### config.mk
export PLATFORM = sky130hd
export DESIGN_NAME = add_arbiter_flat
export DESIGN_NICKNAME = d
export VERILOG_FILES = /design/src/rtl/configure.sv /design/src/rtl/add_arbiter_if.sv /design/src/rtl/add.sv /design/src/rtl/add_arb_grant.sv /design/src/rtl/add_arbiter.sv /design/src/flat_wrapper.sv
export SDC_FILE = /design/constraint.sdc
export NUM_CORES = 1
export LEC_CHECK = 0
export CAP_MARGIN = 25
export CORE_AREA = 2 2 132 134
export DETAILED_ROUTE_END_ITERATION = 10
export DIE_AREA = 0 0 134 136
export PLACE_DENSITY = 0.77
export SLEW_MARGIN = 20
export SYNTH_ARGS = -nofsm -noshare
export SYNTH_HDL_FRONTEND = slang
export SYNTH_SLANG_ARGS = --single-unit
### constraint.sdc
create_clock -name clock -period 2.6 [get_ports clock]
set_clock_uncertainty 0.05 [all_clocks]
set_input_delay 0.52 -clock clock [delete_from_list [all_inputs] [get_ports clock]]
set_output_delay 0.52 -clock clock [all_outputs]
set_load 0.01 [all_outputs]
### src/rtl/configure.sv
// Shared configuration for the add arbiter slice: default sizes, the
// arbitration-policy selection, the output-stage state encoding and the
// request bundle that is steered into the shared adder.
// Optional feature macro: ADD_ARB_ROUND_ROBIN_EN (round-robin instead of
// fixed lowest-index-first priority).
package configure;

  localparam int XLEN_DEFAULT = 32;
  localparam int NREQ_DEFAULT = 4;
  localparam int IDW_DEFAULT  = $clog2(NREQ_DEFAULT);

`ifdef ADD_ARB_ROUND_ROBIN_EN
  localparam bit ROUND_ROBIN_EN = 1'b1;
`else
  localparam bit ROUND_ROBIN_EN = 1'b0;
`endif

  // Output register occupancy.
  typedef enum logic {
    EMPTY = 1'b0,
    FULL  = 1'b1
  } out_state_t;

  // One requester's operation after the grant mux.
  typedef struct packed {
    logic [XLEN_DEFAULT-1:0] data0;
    logic [XLEN_DEFAULT-1:0] data1;
    logic                    op;
    logic [IDW_DEFAULT-1:0]  id;
  } add_arb_req_t;

endpackage

### src/rtl/add_arbiter_if.sv
// Request and result handshake bundle between the multiplier-tree control
// (master side) and the add arbiter (slave side).
interface add_arbiter_if #(
  parameter int XLEN = 32,
  parameter int NREQ = 4
);
  localparam int IDW = $clog2(NREQ);

  logic [NREQ-1:0]      req_valid;
  logic [NREQ-1:0]      req_ready;
  logic [NREQ*XLEN-1:0] req_data0;
  logic [NREQ*XLEN-1:0] req_data1;
  logic [NREQ-1:0]      req_op;
  logic                 res_valid;
  logic                 res_ready;
  logic [XLEN-1:0]      res_data;
  logic [IDW-1:0]       res_id;

  modport master (
    output req_valid, req_data0, req_data1, req_op, res_ready,
    input  req_ready, res_valid, res_data, res_id
  );

  modport slave (
    input  req_valid, req_data0, req_data1, req_op, res_ready,
    output req_ready, res_valid, res_data, res_id
  );
endinterface

### src/rtl/add.sv
// Shared add/subtract unit. Subtraction is done as a + ~b + 1 so both
// operations share one carry chain; the result wraps modulo 2^XLEN.
module add #(
  parameter int XLEN = 32
) (
  input  logic [XLEN-1:0] a,
  input  logic [XLEN-1:0] b,
  input  logic            op,
  output logic [XLEN-1:0] result
);

  assign result = a + (b ^ {XLEN{op}}) + XLEN'(op);

endmodule

### src/rtl/add_arb_grant.sv
// One-hot grant selection for the add arbiter. With ADD_ARB_ROUND_ROBIN_EN
// the search starts at a pointer that moves past each accepted requester;
// without it the search always starts at index 0 (lowest index wins) and no
// pointer register exists.
module add_arb_grant #(
  parameter int NREQ = 4,
  parameter int IDW  = $clog2(NREQ)
) (
`ifdef ADD_ARB_ROUND_ROBIN_EN
  input  logic            clock,
  input  logic            reset,
  input  logic            accept,
`endif
  input  logic [NREQ-1:0] req_valid,
  output logic [NREQ-1:0] grant,
  output logic [IDW-1:0]  grant_id
);

  logic [IDW-1:0] start;

`ifdef ADD_ARB_ROUND_ROBIN_EN
  logic [IDW-1:0] ptr;

  assign start = ptr;

  // Pointer moves to the slot after the accepted requester; holds otherwise.
  always_ff @(posedge clock or negedge reset) begin
    if (!reset) begin
      ptr <= '0;
    end else if (accept) begin
      // NOTE: state registers use non-blocking assignments so every flop
      // samples pre-edge values regardless of process ordering.
      ptr <= (grant_id == IDW'(NREQ - 1)) ? '0 : grant_id + IDW'(1);
    end
  end
`else
  assign start = '0;
`endif

  // First valid requester found scanning upward from start, wrapping.
  always_comb begin
    // NOTE: every output gets a default before the loop so no path leaves
    // a variable unassigned, which would infer a latch.
    grant    = '0;
    grant_id = '0;
    for (int off = 0; off < NREQ; off++) begin
      int idx;
      idx = (int'(start) + off) % NREQ;
      if (grant == '0 && req_valid[idx]) begin
        grant[idx] = 1'b1;
        grant_id   = IDW'(idx);
      end
    end
  end

endmodule

### src/rtl/add_arbiter.sv
// Arbitrates NREQ requesters onto one shared add/subtract unit and registers
// the winner's result and index in a single output stage with backpressure.
// A full output stage that is being drained can accept a new result on the
// same edge, so throughput is one operation per cycle while res_ready is 1.
// Optional feature macro: ADD_ARB_ROUND_ROBIN_EN selects round-robin
// arbitration; the default build uses fixed lowest-index priority.
module add_arbiter
  import configure::*;
#(
  parameter int XLEN = XLEN_DEFAULT,
  parameter int NREQ = NREQ_DEFAULT
) (
  input  logic          clock,
  input  logic          reset,
  add_arbiter_if.slave  bus,
  output logic [31:0]   op_count
);

  localparam int IDW = $clog2(NREQ);

  out_state_t      state;
  out_state_t      next_state;
  logic            advance;
  logic            load;
  logic [NREQ-1:0] grant;
  logic [IDW-1:0]  grant_id;
  add_arb_req_t    sel;
  logic [XLEN-1:0] sum;
  logic [XLEN-1:0] res_data_q;
  logic [IDW-1:0]  res_id_q;

`ifdef ADD_ARB_ROUND_ROBIN_EN
  add_arb_grant #(.NREQ(NREQ), .IDW(IDW)) u_grant (
    .clock     (clock),
    .reset     (reset),
    .accept    (load),
    .req_valid (bus.req_valid),
    .grant     (grant),
    .grant_id  (grant_id)
  );
`else
  add_arb_grant #(.NREQ(NREQ), .IDW(IDW)) u_grant (
    .req_valid (bus.req_valid),
    .grant     (grant),
    .grant_id  (grant_id)
  );
`endif

  // Steer the granted requester's operands and opcode toward the adder.
  always_comb begin
    sel    = '0;
    sel.id = grant_id;
    for (int i = 0; i < NREQ; i++) begin
      if (grant[i]) begin
        sel.data0 = bus.req_data0[i*XLEN +: XLEN];
        sel.data1 = bus.req_data1[i*XLEN +: XLEN];
        sel.op    = bus.req_op[i];
      end
    end
  end

  add #(.XLEN(XLEN)) u_add (
    .a      (sel.data0),
    .b      (sel.data1),
    .op     (sel.op),
    .result (sum)
  );

  // Output-stage state register.
  always_ff @(posedge clock or negedge reset) begin
    if (!reset) begin
      state <= EMPTY;
    end else begin
      state <= next_state;
    end
  end

  // Next state and handshake: accept when the stage is empty or draining.
  always_comb begin
    advance       = (state == EMPTY) || bus.res_ready;
    load          = advance && (grant != '0);
    bus.req_ready = advance ? grant : '0;
    next_state    = state;
    case (state)
      EMPTY: if (load) next_state = FULL;
      FULL: begin
        if (load) begin
          next_state = FULL;
        end else if (bus.res_ready) begin
          next_state = EMPTY;
        end
      end
      default: next_state = EMPTY;
    endcase
  end

  // Result register loads the adder output and winner index on acceptance.
  always_ff @(posedge clock or negedge reset) begin
    if (!reset) begin
      // NOTE: the datapath register is reset too, so a discarded result
      // never lingers on res_data after an asynchronous reset.
      res_data_q <= '0;
      res_id_q   <= '0;
    end else if (load) begin
      res_data_q <= sum;
      res_id_q   <= sel.id;
    end
  end

  // Completed transfers; wraps naturally at 2^32.
  always_ff @(posedge clock or negedge reset) begin
    if (!reset) begin
      op_count <= '0;
    end else if (state == FULL && bus.res_ready) begin
      op_count <= op_count + 32'd1;
    end
  end

  assign bus.res_valid = (state == FULL);
  assign bus.res_data  = res_data_q;
  assign bus.res_id    = res_id_q;

endmodule

### src/flat_wrapper.sv
// flat-port wrapper written by rule: the top's interface ports become plain ports
module add_arbiter_flat import configure::*;
#(
  parameter int XLEN = XLEN_DEFAULT,
  parameter int NREQ = NREQ_DEFAULT
)
  (clock, reset, op_count, bus_req_valid, bus_req_data0, bus_req_data1, bus_req_op, bus_res_ready, bus_req_ready, bus_res_valid, bus_res_data, bus_res_id);
  add_arbiter_if #(.XLEN(XLEN), .NREQ(NREQ)) bus_i ();
  input  logic clock;
  input  logic reset;
  output logic [31:0] op_count;
  input wire logic [$bits(bus_i.req_valid)-1:0] bus_req_valid;
  input wire logic [$bits(bus_i.req_data0)-1:0] bus_req_data0;
  input wire logic [$bits(bus_i.req_data1)-1:0] bus_req_data1;
  input wire logic [$bits(bus_i.req_op)-1:0] bus_req_op;
  input wire logic [$bits(bus_i.res_ready)-1:0] bus_res_ready;
  output wire logic [$bits(bus_i.req_ready)-1:0] bus_req_ready;
  output wire logic [$bits(bus_i.res_valid)-1:0] bus_res_valid;
  output wire logic [$bits(bus_i.res_data)-1:0] bus_res_data;
  output wire logic [$bits(bus_i.res_id)-1:0] bus_res_id;
  assign bus_i.req_valid = bus_req_valid;
  assign bus_i.req_data0 = bus_req_data0;
  assign bus_i.req_data1 = bus_req_data1;
  assign bus_i.req_op = bus_req_op;
  assign bus_i.res_ready = bus_res_ready;
  assign bus_req_ready = bus_i.req_ready;
  assign bus_res_valid = bus_i.res_valid;
  assign bus_res_data = bus_i.res_data;
  assign bus_res_id = bus_i.res_id;
  add_arbiter #(.XLEN(XLEN), .NREQ(NREQ)) u_core (.clock(clock), .reset(reset), .bus(bus_i), .op_count(op_count));
endmodule
# Yosys cells after proc, flatten, opt, wreduce, memory -nomap -nowiden

Cells that the tools add are included.

Order comparisons: 0
Divide/modulo/power cells: 0
$add $sub $neg: 3
Eq/ne operators: 0
Multiply operators: 0
Reduce and logical (&&, ||, !) cells: 10
Muxes and demuxes: 16
Shift-type cells: 0
Bitwise gates (word level): 2

Operators with widths:

| operator              | count |
|---|---|
| $mux 65               | 4 |
| $add 32x1->32         | 1 |
| $add 32x1->32 const B | 1 |
| $add 32x32->32        | 1 |
| $xor 32x32->32        | 1 |
| $logic_not 4->1       | 3 |
| $mux 4                | 2 |
| $mux 2                | 3 |
| $logic_and 1x1->1     | 5 |
| $mux 1                | 5 |
| $reduce_bool 4->1     | 1 |
| $mux 3                | 1 |
| $pmux 1 s2            | 1 |
| $logic_or 1x1->1      | 1 |
| $not 1->1             | 1 |

Latch bits: 0
Memories kept: 0
Bits of input ports: 267
Output and inout bits: 71
Memory bits (writable): 0
ROM bits: 0
Register bits after elaboration: 67
Word-level logic and storage cells: 35

# Logic depth before layout (Yosys ltp)

Depth in word-level cells: 17
Gate-level depth with buffers: 18
Mapped depth without buffers: 13

# By module

A second synthesis with hierarchy kept.

Cell total of the unflattened synthesis: 819
Area, all modules: 6844.1 sq um

By module, submodules not included:

| module        | cells an instance | sequential area each (sq um) | times used | area each (sq um) |
|---|---|---|---|---|
| add_arbiter   | 522               | 1676.6                       | 1          | 4693.3 |
| add           | 288               | 0.0                          | 1          | 2087.0 |
| add_arb_grant | 9                 | 0.0                          | 1          | 63.8 |

# Least setup slack after synthesis

Ideal clock, no wire load.

Kind: input to register
Start: in bus_req_valid[0]
End: reg u_core.res_data_q[18] (netlist: u_core.bus.res_data[18])
Data arrival time: 3.833 ns
Required time: 2.424 ns
Path slack: -1.410 ns
Setup time: 0.126 ns
Stages on the path: 15
Path buffers: 2
Path through: buf_2 > nor2_1 > o211ai_1 > nand2_1 > buf_1 > xnor2_1 > fa_1 > a211oi_1 > nor2_1 > a41oi_1 > nand2b_1 > o31ai_1 > a311oi_1 > xor2_1 > o21ai_0

Cells in the longest elaborated chain, start to end: 14
Elaborated cells between the ends (all ways): 19
Those cells by class: add/sub (2); mux (8); bitwise (1); reduce/logical (8)

Ends and longest elaborated chain:

| what                   | RTL line            | source |
|---|---|---|
| start: declaration     | flat_wrapper.sv:12  | `input wire logic [$bits(bus_i.req_valid)-1:0] bus_req_valid;` |
| $mux 1 *               | add_arb_grant.sv:49 | `if (grant == '0 && req_valid[idx]) begin` |
| $logic_not 4->1        | add_arb_grant.sv:49 |  |
| $logic_and 1x1->1      | add_arb_grant.sv:49 |  |
| $mux 2 *               | add_arb_grant.sv:49 |  |
| $logic_not 4->1        | add_arb_grant.sv:49 |  |
| $logic_and 1x1->1      | add_arb_grant.sv:49 |  |
| $mux 3 *               | add_arb_grant.sv:49 |  |
| $logic_not 4->1        | add_arb_grant.sv:49 |  |
| $logic_and 1x1->1      | add_arb_grant.sv:49 |  |
| $mux 4 *               | add_arb_grant.sv:49 |  |
| $mux 65                | add_arbiter.sv:54   | `if (grant[i]) begin` |
| $xor 32x32->32         | add.sv:12           | `assign result = a + (b ^ {XLEN{op}}) + XLEN'(op);` |
| $add 32x32->32         | add.sv:12           |  |
| $add 32x1->32          | add.sv:12           |  |
| end signal: assignment | add_arbiter.sv:105  | `res_data_q <= sum;` |
| end: declaration       | add_arbiter.sv:29   | `logic [XLEN-1:0] res_data_q;` |

Every way passes the cells marked *; elsewhere a longest branch is shown, timed or not.
A chain may end at the register's enable or synchronous reset.

# Final worst setup path

Start: in bus_req_op[3]
End: reg u_core.res_data_q[26] (netlist: u_core.bus.res_data[26])

Cells in the longest elaborated chain, start to end: 4

Ends and longest elaborated chain:

| what               | RTL line           | source |
|---|---|---|
| start: declaration | flat_wrapper.sv:15 | `input wire logic [$bits(bus_i.req_op)-1:0] bus_req_op;` |
| $mux 65 *          | add_arbiter.sv:54  |  |
| $xor 32x32->32     | add.sv:12          |  |
| $add 32x32->32     | add.sv:12          |  |
| $add 32x1->32 *    | add.sv:12          |  |

Marked as above.

==> qor.txt <==
Antenna Nets Post-Route -> 0
WL final -> 31700 um
compound-gate portion of the synthesized area -> 33.7%
Worst Slack Setup Final -> -1.08 ns
share of cells above drive strength 1 -> 30.6%
worst skew pair latency -> 0.33 ns
RR Startpoint -> u_core.op_count[0]$_DFFE_PN0P_
Max-cap violations -> 0
EDFF count, synth -> 0
Synth cell types -> 71
die area -> 18200 um2
adder-cell share of the synthesized area -> 6.51%
Hold Fails Final Rpt -> 0
initial antenna violation count -> 0
r2r worst-path depth -> 9
leading cell type in the layout, fill and taps excluded -> clkdlybuf4s50_1
mux cell area share after synthesis -> 0.359%
area of the multi-input gates -> 5360 um2
port bufs -> 337
cell area power density -> 584 nW/um2
XOR/XNOR Fraction of Synth Area -> 12.3%
drt first pass iters -> 7
synthesized net count -> 1062
Routability Congestion -> 0.935
# DRC -> 0
Synth Instances -> 763
Post-Place Cell Area -> 11000 um2
clock-pin slew on the worst setup and hold paths -> 0.06 ns
Total Routing Usage GR -> 29.4%
post-synthesis simple-gate area fraction -> 16.1%
ys flop type -> dfrtp_1
clock root cell -> clkbuf_16
r2r endpoint -> u_core.op_count[30]$_DFFE_PN0P_
clock tree from TritonCTS -> built
Final min period -> 3.68 ns
Avg Cell Area, Syn -> 8.21 um2
first-pass GRT wire length -> 42400 um
largest family of logic cells by synthesized area -> compound AO/OA/AOI/OAI gates
Final Cell Area -> 13000 um2
Hold Crit Class -> in -> async
post-synthesis sequential area ratio -> 26.8%
layout net count -> 1566
Vias/cell -> 5.79
reg2reg setup slack -> 0.54 ns
most frequent cells in the layout -> clkdlybuf4s50_1 (328), buf_4 (160), a22oi_1 (100)
Num Clock Sinks -> 67
critical path peak fanout -> 7
Slew headroom -> 62.5%
Die H -> 136 um
Post-Syn Area -> 6270 um2
Final Power -> 7570 uW
Setup crit end kind -> flip-flop
Slew Limit Fails -> 0
htree depth -> 3
n_diodes -> 0
status -> complete, but fails checks
Least-Margin Pin Slew -> 0.556 ns
Yosys warnings -> 0
chip width -> 134 um
Routed WL per cell -> 21.2 um
routed vias -> 8669
Peak VDD IR -> 0.436 mV
fraction of registers with async set/reset -> 100%
I/O Pins -> 338
Final setup viols -> 30
total grt overflow -> 0
Longest Clk Path Bufs -> 2
largest net degree at the start of global routing -> 61
Startpoint Class -> primary input
Setup TNS -> -24.20 ns
Worst Path Arrival -> 3.84 ns
DP HPWL -> 21300 um
unrepaired setup endpoints after global routing -> true
Fmax achieved -> 272 MHz
Final Non-Filler Cells -> 1496
LEAKAGE -> 0.00531 uW
row count -> 48
filler cell count -> 1067
Synth Register Bits -> 67
Placeable Area -> 16900 um2
Crit Path Class -> in -> reg
Num CTS Buffers -> 9
Initial Utilization -> 37.1%
dpl cells -> 1423
failing checks -> setup timing
crit share post-route -> 141%
vias in the first global route -> 8274
Hold Buf Count CTS -> 0
Starting DRT DRC Count -> 719
Register Area -> 1680 um2
P&R area growth vs syn -> 107%
CP required -> 2.76 ns
-- routing by layer --
layer | routed length (um) | up-vias | track usage [%]
met5 | 0 | - | 0
met4 | 1760 | 0 | 10.3
met3 | 2270 | 130 | 4.62
met2 | 16000 | 509 | 52.3
met1 | 11600 | 4137 | 36.2
li1 | - | 3893 | -
-- power breakdown --
| part | internal (uW) | switching, uW | leakage (uW) | total [uW] |
|---|---|---|---|---|
| Sequential | 1310 | 204 | 0.000855 | 1520 |
| Combinational | 2570 | 2170 | 0.00430 | 4740 |
| Clock | 856 | 454 | 0.000154 | 1310 |
-- critical path, cell delays in order --
cell and delay [ns]:
clkdlybuf4s15_1 0.18, nand2_1 0.10, o211ai_1 0.32, buf_4 0.22
nand2_8 0.09, buf_12 0.16, buf_6 0.13, xnor2_4 0.15
fa_2 0.43, a211oi_2 0.29, nor2_1 0.09, a41oi_2 0.20
buf_4 0.17, o22ai_4 0.10, o21ai_4 0.16, nand2_1 0.10
xor2_1 0.15, mux2_4 0.25
-- kinds of logic after synthesis --
group                    Yosys count
buffers and inverters             61
flip-flops                        67
AND/OR/NAND/NOR                  192
adder cells (fa/ha/maj)           32
multiplexers                       2
AO/OA/AOI/OAI                    321
XOR/XNOR                          88
-- cell type report --
class / instances / share of cell area [%]
clock buffer: 10 / 1.84
clock inverter: 5 / 0.599
inverter: 7 / 0.203
multi-input combinational: 635 / 41.3
sequential: 67 / 12.9
tap: 225 / 2.17
timing repair buffer: 547 / 40.9
-- synth_stat cells (3+ instances only) --
library cell  number  area (um2)
a211o_1            3        26.3
a211oi_1           3        22.5
a21o_1            16         120
a21oi_1           37         185
a22oi_1          120         901
a31oi_1            7        43.8
a41oi_1            3        26.3
and2_1             6        37.5
and3_1             9        56.3
and4_1             6        52.6
buf_1              6        22.5
buf_2              7        35.0
clkbuf_1          36         135
dfrtp_1           67        1680
ha_1              31         388
inv_1              7        26.3
nand2_1           70         263
nand2b_1           7        43.8
nand3_1           20         100
nand3b_1           5        37.5
nand4_1           10        62.6
nor2_1            26        97.6
nor2b_1            8        50.1
nor3_1             5        25.0
nor3b_1            3        22.5
o211ai_1           3        22.5
o21ai_0           94         470
o21ai_1            8        40.0
or4_1              3        22.5
xnor2_1           62         543
xor2_1            26         228
-- registers in the layout, summed over array words and instances, names as in the netlist --
name	cells
u_core.bus.res_data	32
u_core.bus.res_id	2
u_core.bus.res_valid	1
u_core.op_count	32
-- stage by stage --
stage | setup slack (ns) | hold WS [ns] | util, %
5_1_grt | -1.08 | 0.154 | 76.8
2_1_floorplan | -0.920 | 0.174 | -
6_report | -1.08 | 0.123 | 76.8
4_1_cts | -0.747 | 0.117 | 71.6
3_3_place_gp | -1.48 | 0.408 | 65.2
3_5_place_dp | -1.56 | 0.420 | 65.2
-- worst max path at each step --
| stage | startpoint | to | cells past startpoint |
|---|---|---|---|
| 2_1_floorplan | bus_req_valid[1] | u_core.bus.res_data[28]$_DFFE_PN0P_ | 17 |
| 3_3_place_gp | bus_req_valid[2] | u_core.bus.res_data[15]$_DFFE_PN0P_ | 15 |
| 3_5_place_dp | bus_req_valid[2] | u_core.bus.res_data[28]$_DFFE_PN0P_ | 15 |
| 4_1_cts | bus_req_valid[0] | u_core.bus.res_data[24]$_DFFE_PN0P_ | 16 |
| 5_1_grt | bus_req_op[3] | u_core.bus.res_data[26]$_DFFE_PN0P_ | 18 |
| 6_report | bus_req_op[3] | u_core.bus.res_data[26]$_DFFE_PN0P_ | 18 |
-- what timing repair did --
item / 4_1_cts / 5_1_grt
setup buffers: 31 / 33
endpoints found under the setup margin: 32 / 31
pin swaps: 76 / 77
cloned: 2 / 2
gates resized for setup: 125 / 135
Note: power is estimated with default switching activity, not from simulation.
